### config.mk
export PLATFORM = sky130hd
export DESIGN_NAME = overflow_irq_ctrl
export DESIGN_NICKNAME = d
export VERILOG_FILES = /design/src/rtl/overflow_irq_ctrl.sv
export SDC_FILE = /design/constraint.sdc
export NUM_CORES = 1
export LEC_CHECK = 0
export CORE_MARGIN = 2
export CORE_UTILIZATION = 50
export DETAILED_ROUTE_END_ITERATION = 7
export PLACE_DENSITY = 0.76
export SLEW_MARGIN = 20
export SYNTH_ARGS = -nofsm -noshare
export SYNTH_HDL_FRONTEND = slang
export SYNTH_SLANG_ARGS = --single-unit
### constraint.sdc
create_clock -name clk -period 2.3 [get_ports clk]
set_input_delay 0.46 -clock clk [delete_from_list [all_inputs] [get_ports clk]]
set_output_delay 0.46 -clock clk [all_outputs]
set_load 0.005 [all_outputs]
### src/rtl/overflow_irq_ctrl.sv
// overflow_irq_ctrl
// Collects per-channel overflow pulses into sticky SR flags, counts overflow
// events per channel with saturating counters, and presents one pending
// channel at a time to a consumer through a round-robin grant FSM.
//
// Ports
//   clk        sole clock, all state updates on posedge
//   rst        synchronous active-high reset
//   en         grant enable, low only blocks new grants
//   ovf_set    per-channel overflow pulse (set input of the flag)
//   ovf_clr    per-channel software clear (reset input of the flag)
//   cnt_clr    clears all event counters
//   irq_valid  registered, high while a channel is granted
//   irq_id     registered, index of the granted channel
//   irq_ack    consumer acknowledge of the presented channel
//   flags      registered sticky overflow flags
//   cnt_sel    counter read select
//   cnt_out    combinational read of the selected counter
module overflow_irq_ctrl #(
  parameter int NCH = 4,
  parameter int CW  = 8
) (
  input  logic                    clk,
  input  logic                    rst,
  input  logic                    en,
  input  logic [NCH-1:0]          ovf_set,
  input  logic [NCH-1:0]          ovf_clr,
  input  logic                    cnt_clr,
  output logic                    irq_valid,
  output logic [$clog2(NCH)-1:0]  irq_id,
  input  logic                    irq_ack,
  output logic [NCH-1:0]          flags,
  input  logic [$clog2(NCH)-1:0]  cnt_sel,
  output logic [CW-1:0]           cnt_out
);

  localparam int IW = $clog2(NCH);

  typedef enum logic [1:0] {
    IDLE  = 2'd0,
    GRANT = 2'd1,
    HOLD  = 2'd2
  } state_e;

  state_e          state_q;
  logic            irq_valid_q;
  logic [IW-1:0]   irq_id_q;
  logic [IW-1:0]   ptr_q;
  logic [NCH-1:0]  flags_q;
  logic [NCH-1:0]  flags_d;
  logic [NCH-1:0]  ack_clr_d;
  logic [CW-1:0]   cnt_q [NCH];
  logic [CW-1:0]   cnt_d [NCH];
  logic [IW-1:0]   rr_idx_d [NCH];
  logic [IW-1:0]   pick_id_d;

  // Acknowledge clears only the channel currently presented in GRANT.
  always_comb begin
    ack_clr_d = '0;
    if (state_q == GRANT && irq_ack) begin
      ack_clr_d[irq_id_q] = 1'b1;
    end else begin
      ack_clr_d = '0;
    end
  end

  // SR flag update: a set in the same cycle beats either kind of clear.
  always_comb begin
    flags_d = ovf_set | (flags_q & ~ovf_clr & ~ack_clr_d);
  end

  // Search order: rr_idx_d[k] = (ptr + 1 + k) mod NCH, computed without
  // widening by comparing ptr against the distance to the wrap point.
  always_comb begin
    for (int k = 0; k < NCH; k++) begin
      if (ptr_q >= IW'(NCH - 1 - k)) begin
        rr_idx_d[k] = ptr_q - IW'(NCH - 1 - k);
      end else begin
        rr_idx_d[k] = ptr_q + IW'(k + 1);
      end
    end
  end

  // Walk the search order backwards so the earliest set candidate wins.
  always_comb begin
    pick_id_d = '0;
    for (int k = NCH - 1; k >= 0; k--) begin
      pick_id_d = flags_q[rr_idx_d[k]] ? rr_idx_d[k] : pick_id_d;
    end
  end

  // Saturating event counters; a clear coinciding with an event leaves 1.
  always_comb begin
    for (int i = 0; i < NCH; i++) begin
      if (cnt_clr) begin
        cnt_d[i] = ovf_set[i] ? CW'(1) : '0;
      end else if (ovf_set[i] && (cnt_q[i] != '1)) begin
        cnt_d[i] = cnt_q[i] + CW'(1);
      end else begin
        cnt_d[i] = cnt_q[i];
      end
    end
  end

  // Counter read port; selects beyond NCH read as zero.
  always_comb begin
    if (int'(cnt_sel) < NCH) begin
      cnt_out = cnt_q[cnt_sel];
    end else begin
      cnt_out = '0;
    end
  end

  // Flag and counter registers.
  always_ff @(posedge clk) begin
    if (rst) begin
      flags_q <= '0;
      for (int i = 0; i < NCH; i++) begin
        cnt_q[i] <= '0;
      end
    end else begin
      flags_q <= flags_d;
      for (int i = 0; i < NCH; i++) begin
        cnt_q[i] <= cnt_d[i];
      end
    end
  end

  // Grant FSM with registered irq_valid/irq_id; ptr holds the last acked
  // channel so the next search starts just after it.
  always_ff @(posedge clk) begin
    if (rst) begin
      state_q     <= IDLE;
      irq_valid_q <= 1'b0;
      irq_id_q    <= '0;
      ptr_q       <= IW'(NCH - 1);
    end else begin
      case (state_q)
        IDLE: begin
          if (en && (|flags_q)) begin
            irq_id_q    <= pick_id_d;
            irq_valid_q <= 1'b1;
            state_q     <= GRANT;
          end else begin
            irq_valid_q <= 1'b0;
          end
        end
        GRANT: begin
          if (irq_ack) begin
            ptr_q       <= irq_id_q;
            irq_valid_q <= 1'b0;
            state_q     <= HOLD;
          end else if (ovf_clr[irq_id_q] && !ovf_set[irq_id_q]) begin
            // Software cleared the presented flag: withdraw, keep ptr.
            irq_valid_q <= 1'b0;
            state_q     <= IDLE;
          end else begin
            irq_valid_q <= 1'b1;
          end
        end
        HOLD: begin
          irq_valid_q <= 1'b0;
          state_q     <= IDLE;
        end
        default: begin
          irq_valid_q <= 1'b0;
          state_q     <= IDLE;
        end
      endcase
    end
  end

  assign irq_valid = irq_valid_q;
  assign irq_id    = irq_id_q;
  assign flags     = flags_q;

endmodule

# --- Yosys cells after proc, flatten, opt, wreduce, memory -nomap -nowiden ---
# Memory sizes are Yosys's and may differ from the RTL's.
# Cells that the tools add are included.
op_classes:
  mux: 49
  mul: 0
  reduce_logical: 14
  n_div: 0
  add_sub_neg: 10
  shifts: 0
  n_lt_le_gt_ge: 9
  bitwise: 9
  eq_ne: 7
ops:
  columns: ["op", "count"]
  rows:
  - ["2-to-1 mux 8 bit", 12]
  - ["adder 8 x 1 -> 8 bit, second input constant", 4]
  - ["inequality test 8 bit, second input constant", 4]
  - ["2-to-1 mux 2 bit", 10]
  - ["2-to-1 mux 1 bit", 17]
  - ["< comparator 2 x 3 -> 1 bit, second input constant", 5]
  - ["binary-select mux 1 bit (select 2 bit)", 6]
  - ["AND 4 bit", 2]
  - ["logical AND 1 bit", 8]
  - ["inverter 4 bit", 2]
  - ["AND reduction 2 bit", 3]
  - ["adder 2 bit, second input constant", 2]
  - ["greater-or-equal comparator 2 x 1 -> 1 bit, second input constant", 2]
  - ["greater-or-equal comparator 2 bit, second input constant", 2]
  - ["2-to-1 mux 4 bit", 1]
  - ["bitwise OR 1 bit", 4]
  - ["bitwise OR 4 bit", 1]
  - ["case mux 2 bit (2 select lines)", 1]
  - ["OR reduction 4 bit", 1]
  - ["subtractor 2 bit, second input constant", 2]
  - ["inequality test 3 x 2 -> 1 bit, second input constant", 1]
  - ["adder 2 x 1 -> 2 bit, second input constant", 1]
  - ["demux 1 bit (select 2 bit)", 1]
  - ["== test 2 x 1 -> 1 bit, second input constant", 1]
  - ["5 further kinds", 5]
totals:
  reg_bits: 11
  ram_bits: 32
  n_memories: 1
  inputBits: 15
  latchBits: 0
  out_inout_bits: 15
  romBits: 0
memory_table:
  columns: ["memory", "words", "width", "rd", "rd_clocked_by_memory_dff", "write_ports", "line", "text"]
  rows:
  - ["cnt_q", 4, 8, 5, 0, 4, "52", "logic [CW-1:0] cnt_q [NCH];"]

# --- Depth between registers and ports, before layout ---
logic_depth:
  ltp_word: 8
  depth_mapped: 8
  ltp_nobuf: 6

# --- Least setup slack after synthesis ---
# Ideal clock, no wire load.
synth_path:
  kind: "reg2reg"
  start: "register ptr_q[0]"
  end: "register irq_id_q[0], in the netlist irq_id[0]"
  slack_ns: 0.413
  n_path_buf: 1
  arrival_time_ns: 1.754
  setup_ns: 0.132
  path_stages_with_launch: 8
  synth_period_minus_slack_ns: 1.887
  cell_sequence: "dfxtp_1 buf_2 inv_1 ha_1 mux2_2 o31a_1 a221oi_1 o32ai_1"
synth_between:
  elab_chain_cells: 7
synth_rtl:
  columns: ["element", "line", "text"]
  rows:
  - ["from (decl)", "48", "logic [IW-1:0] ptr_q;"]
  - ["from (signal assigned)", "136", "ptr_q <= IW'(NCH - 1);"]
  - ["from (signal assigned)", "150", "ptr_q <= irq_id_q;"]
  - ["adder 2 bit (tied with other cells)", "79", "rr_idx_d[k] = ptr_q + IW'(k + 1);"]
  - ["2-to-1 mux 2 bit", "76", "if (ptr_q >= IW'(NCH - 1 - k)) begin"]
  - ["binary-select mux 1 bit (select 2 bit)", "88", "pick_id_d = flags_q[rr_idx_d[k]] ? rr_idx_d[k] : pick_id_d;"]
  - ["2-to-1 mux 1 bit (implied by the code)", "88", null]
  - ["2-to-1 mux 2 bit (2 in a row)", "88", null]
  - ["2-to-1 mux 2 bit (*)", "88", null]
  - ["to (signal assigned)", "141", "irq_id_q <= pick_id_d;"]
  - ["to (decl)", "47", "logic [IW-1:0] irq_id_q;"]
# Every way passes the cells marked *; elsewhere a longest branch is shown, timed or not. The select of a mux whose other input is x is not followed.
# A chain may end at the register's enable or synchronous reset.

# --- Worst setup path in the final report ---
layout_path:
  start: "input cnt_sel[0]"
  end: "output cnt_out[7]"
layout_between:
  elab_chain_cells: 1
layout_rtl:
  columns: ["element", "line", "text"]
  rows:
  - ["from (decl)", "33", "input logic [$clog2(NCH)-1:0] cnt_sel,"]
  - ["memory read (4 x 8 bit)", null, null]
  - ["to (decl)", "34", "output logic [CW-1:0] cnt_out"]
# No other way between the ends.

==> run_results.csv <==
group,metric,value,unit
run_status,status,"finished clean",
setup_path,max_stage_delay,520,ps
power,total_power,1.48,mW
sta,tns,0,ps
finish,multi_input_area,1470,um2
route,drtPass1Iterations,4,
clock_tree,clk_latency,300,ps
setup_path,startpoint_type,"primary input",
sta,worstMarginPinSlew,1010,ps
finish,final_area,2930,um2
route,ant_nets,0,
setup_path,crit_chain,"clkdlybuf4s50_1 -> mux4_2 -> dlygate4sd2_1",
sta,timing.hold.ws,516,ps
synth,yosys_register_bits,43,
placement,gp_congestion,0.886,
finish,num_antenna_cells,0,
synth,ys_types,52,
setup_path,critPathMaxFanout,2,
power,peakVddDrop,0.361,mV
sta,rsz0062_at_grt,"false",
route,via_per_inst,5.87,
global_routing,grtUsageTotal,0.230,
global_routing,grt_pass1_wl,9750,um
placement,portBuffers,29,
placement,placed_area,2860,um2
route,drt_iter0_markers,112,
synth,yosys_warnings,0,
setup_path,worstSetupEndpointType,"output port",
synth,syn_nets,301,
synth,synthCells,280,
worst_hold_path,hp-class,"reg -> reg",
floorplan,io-pin-count,30,
synth,ys_seq_area_frac,0.348,
sta,setup_viol,0,
synth,synth_async_sr_flop_share,0,
floorplan,initial_utilization,0.521,
global_routing,grt_remaining_overflow,0,
sta,slew_viol_final,0,
route,vias,2224,
synth,synth_top_area_cell,"dfxtp_1",
sta,max_freq,450,MHz
sta,slew_headroom,0.326,
floorplan,row_count,25,
synth,syn_area,2480,um2
setup_path,required,1840,ps
power,p_per_area,505,nW/um2
setup_path,rrSetupSlack,270,ps
route,routed_wl,5790,um
finish,seqCellArea,861,um2
clock_tree,cts_tree,"yes",
power,leakagePower,1.11,nW
clock_tree,clkTransAtPathRegs,80,ps
synth,synth.avg_cell_area,8.84,um2
global_routing,grt_max_degree,29,
finish,syn_to_final_growth,18.3,%
sta,hold_viol_final,0,
finish,num-fill-cells,443,
floorplan,fp.coreArea,4750,um2
setup_path,crit_arrival,1760,ps
route,drc,0,
clock_tree,clockRootBuffer,"clkbuf_8",
finish,nets,332,
synth,synth_area_leaders,"dfxtp_1 35%, mux4_2 6.4%, nor2_1 4.5%",
sta,timing.final.crit_share,0.965,
setup_path,path_class,"in -> out",
global_routing,grt_pass1_vias,2043,
synth,yosysTopAreaCellShare,0.348,
finish,drive_gt1_frac,0.0929,
setup_path,crit_path_top_delay_cell,"clkdlybuf4s50_1",
floorplan,die_h,74.4,um
global_routing,grt_antenna_before_repair,0,
clock_tree,cts_buffers,5,
floorplan,dieWidth,74.4,um
floorplan,dieArea,5530,um2
clock_tree,cts_sinks,43,
run,cap_violations,0,
synth,synth_most_common_cell,"dfxtp_1",
sta,final.min_clock_period,2220,ps
synth,synth_ff_type,"dfxtp_1",
route,wl_per_cell,15.3,um
placement,dp_hpwl,4370,um
synth,netlist_top_cells_count,"43 x dfxtp_1, 30 x nor2_1, 17 x a21oi_1, 17 x inv_1, 14 x nand4_1",
sta,skew,8.39,ps
clock_tree,cts_buffer_depth,2,
clock_tree,htreeDepth,2,
synth,synth-edff-count,0,
[state kept, by name, indices dropped and copies added, names as in the netlist]
signal and cells:
ptr_q 2, irq_valid 1, flags 4, irq_id 2, state_q 2, cnt_q 32
[timing repair]
| item | 4_1_cts | 5_1_grt |
|---|---|---|
| setup buffers | 0 | 0 |
| resized for setup | 9 | 0 |
| endpoints found under the hold margin | 0 | 0 |
| endpoints found under the setup margin | 8 | 0 |
| hold buffers | 0 | 0 |
[cells by family after synthesis]
family	Yosys count	share of synthesized area
AND/OR/NAND/NOR	103	0.225
AO/OA/AOI/OAI	64	0.174
flip-flops	43	0.348
buffers and inverters	32	0.0571
multiplexers	17	0.112
XOR/XNOR	15	0.0531
adder cells (fa/ha/maj)	6	0.0303
[stage by stage]
| stage | std cells | setup WS (ps) | utilization |
|---|---|---|---|
| after CTS | 379 | 77.9 | 0.616 |
| final | 379 | 79.5 | 0.616 |
| after global placement | 371 | -279 | 0.602 |
| after global routing | 379 | 42.7 | 0.616 |
| after detailed placement | 371 | -280 | 0.602 |
| after floorplan | 280 | 413 | - |
[metal layers]
metal | GRT usage | part of all wire | up-vias
met1 | 0.307 | 0.45 | 1056
li1 | - | - | 1101
met4 | 0.0615 | 0.015 | 0
met2 | 0.382 | 0.49 | 59
met5 | 0 | 0 | -
met3 | 0.0447 | 0.044 | 8
[final timing paths]
| kind | from | to | cells after the start |
|---|---|---|---|
| setup / recovery | cnt_sel[0] | cnt_out[7] | 3 |
| hold / removal | cnt_q[2][7] | cnt_q[2][7] | 2 |
| setup reg to reg | ptr_q[1] | irq_id[0] | 6 |
| hold reg to reg | cnt_q[2][7] | cnt_q[2][7] | 2 |
[worst max-delay path, delay by kind of cell]
family	cells	cell delay, ps
buffers and inverters	2	800
muxes	1	500
[power breakdown]
| part | internal (mW) | total, mW | leakage [nW] | switching (mW) |
|---|---|---|---|---|
| sequential | 0.765 | 0.800 | 0.350 | 0.0348 |
| combinational | 0.116 | 0.216 | 0.717 | 0.0995 |
| clock | 0.213 | 0.465 | 0.0422 | 0.252 |
[area by class of cell]
type                    instances  area share
clock inverters                 1     0.00171
flip-flops and latches         43       0.294
clock buffers                   7      0.0260
multi-input cells             205       0.503
inverters                      17      0.0218
repair buffers                 39       0.125
well taps                      67      0.0286
[layout by cell type (no fill, tap or decap), drive strengths merged, types with 3 or more instances in the layout]
cell type       n
a21oi          17
a221oi          3
a31oi           5
and2            3
and3            6
buf            10
clkbuf          7
clkdlybuf4s50  20
dfxtp          43
dlygate4sd2     9
ha              6
inv            17
mux2            3
mux2i           6
mux4            8
nand2          13
nand3           9
nand3b          3
nand4          15
nor2           30
nor3            4
nor3b           3
nor4            3
o211ai         10
o21ai          10
o31a            3
or3             4
xnor2           3
xor2           12
Power figures use the tool's default switching activity.
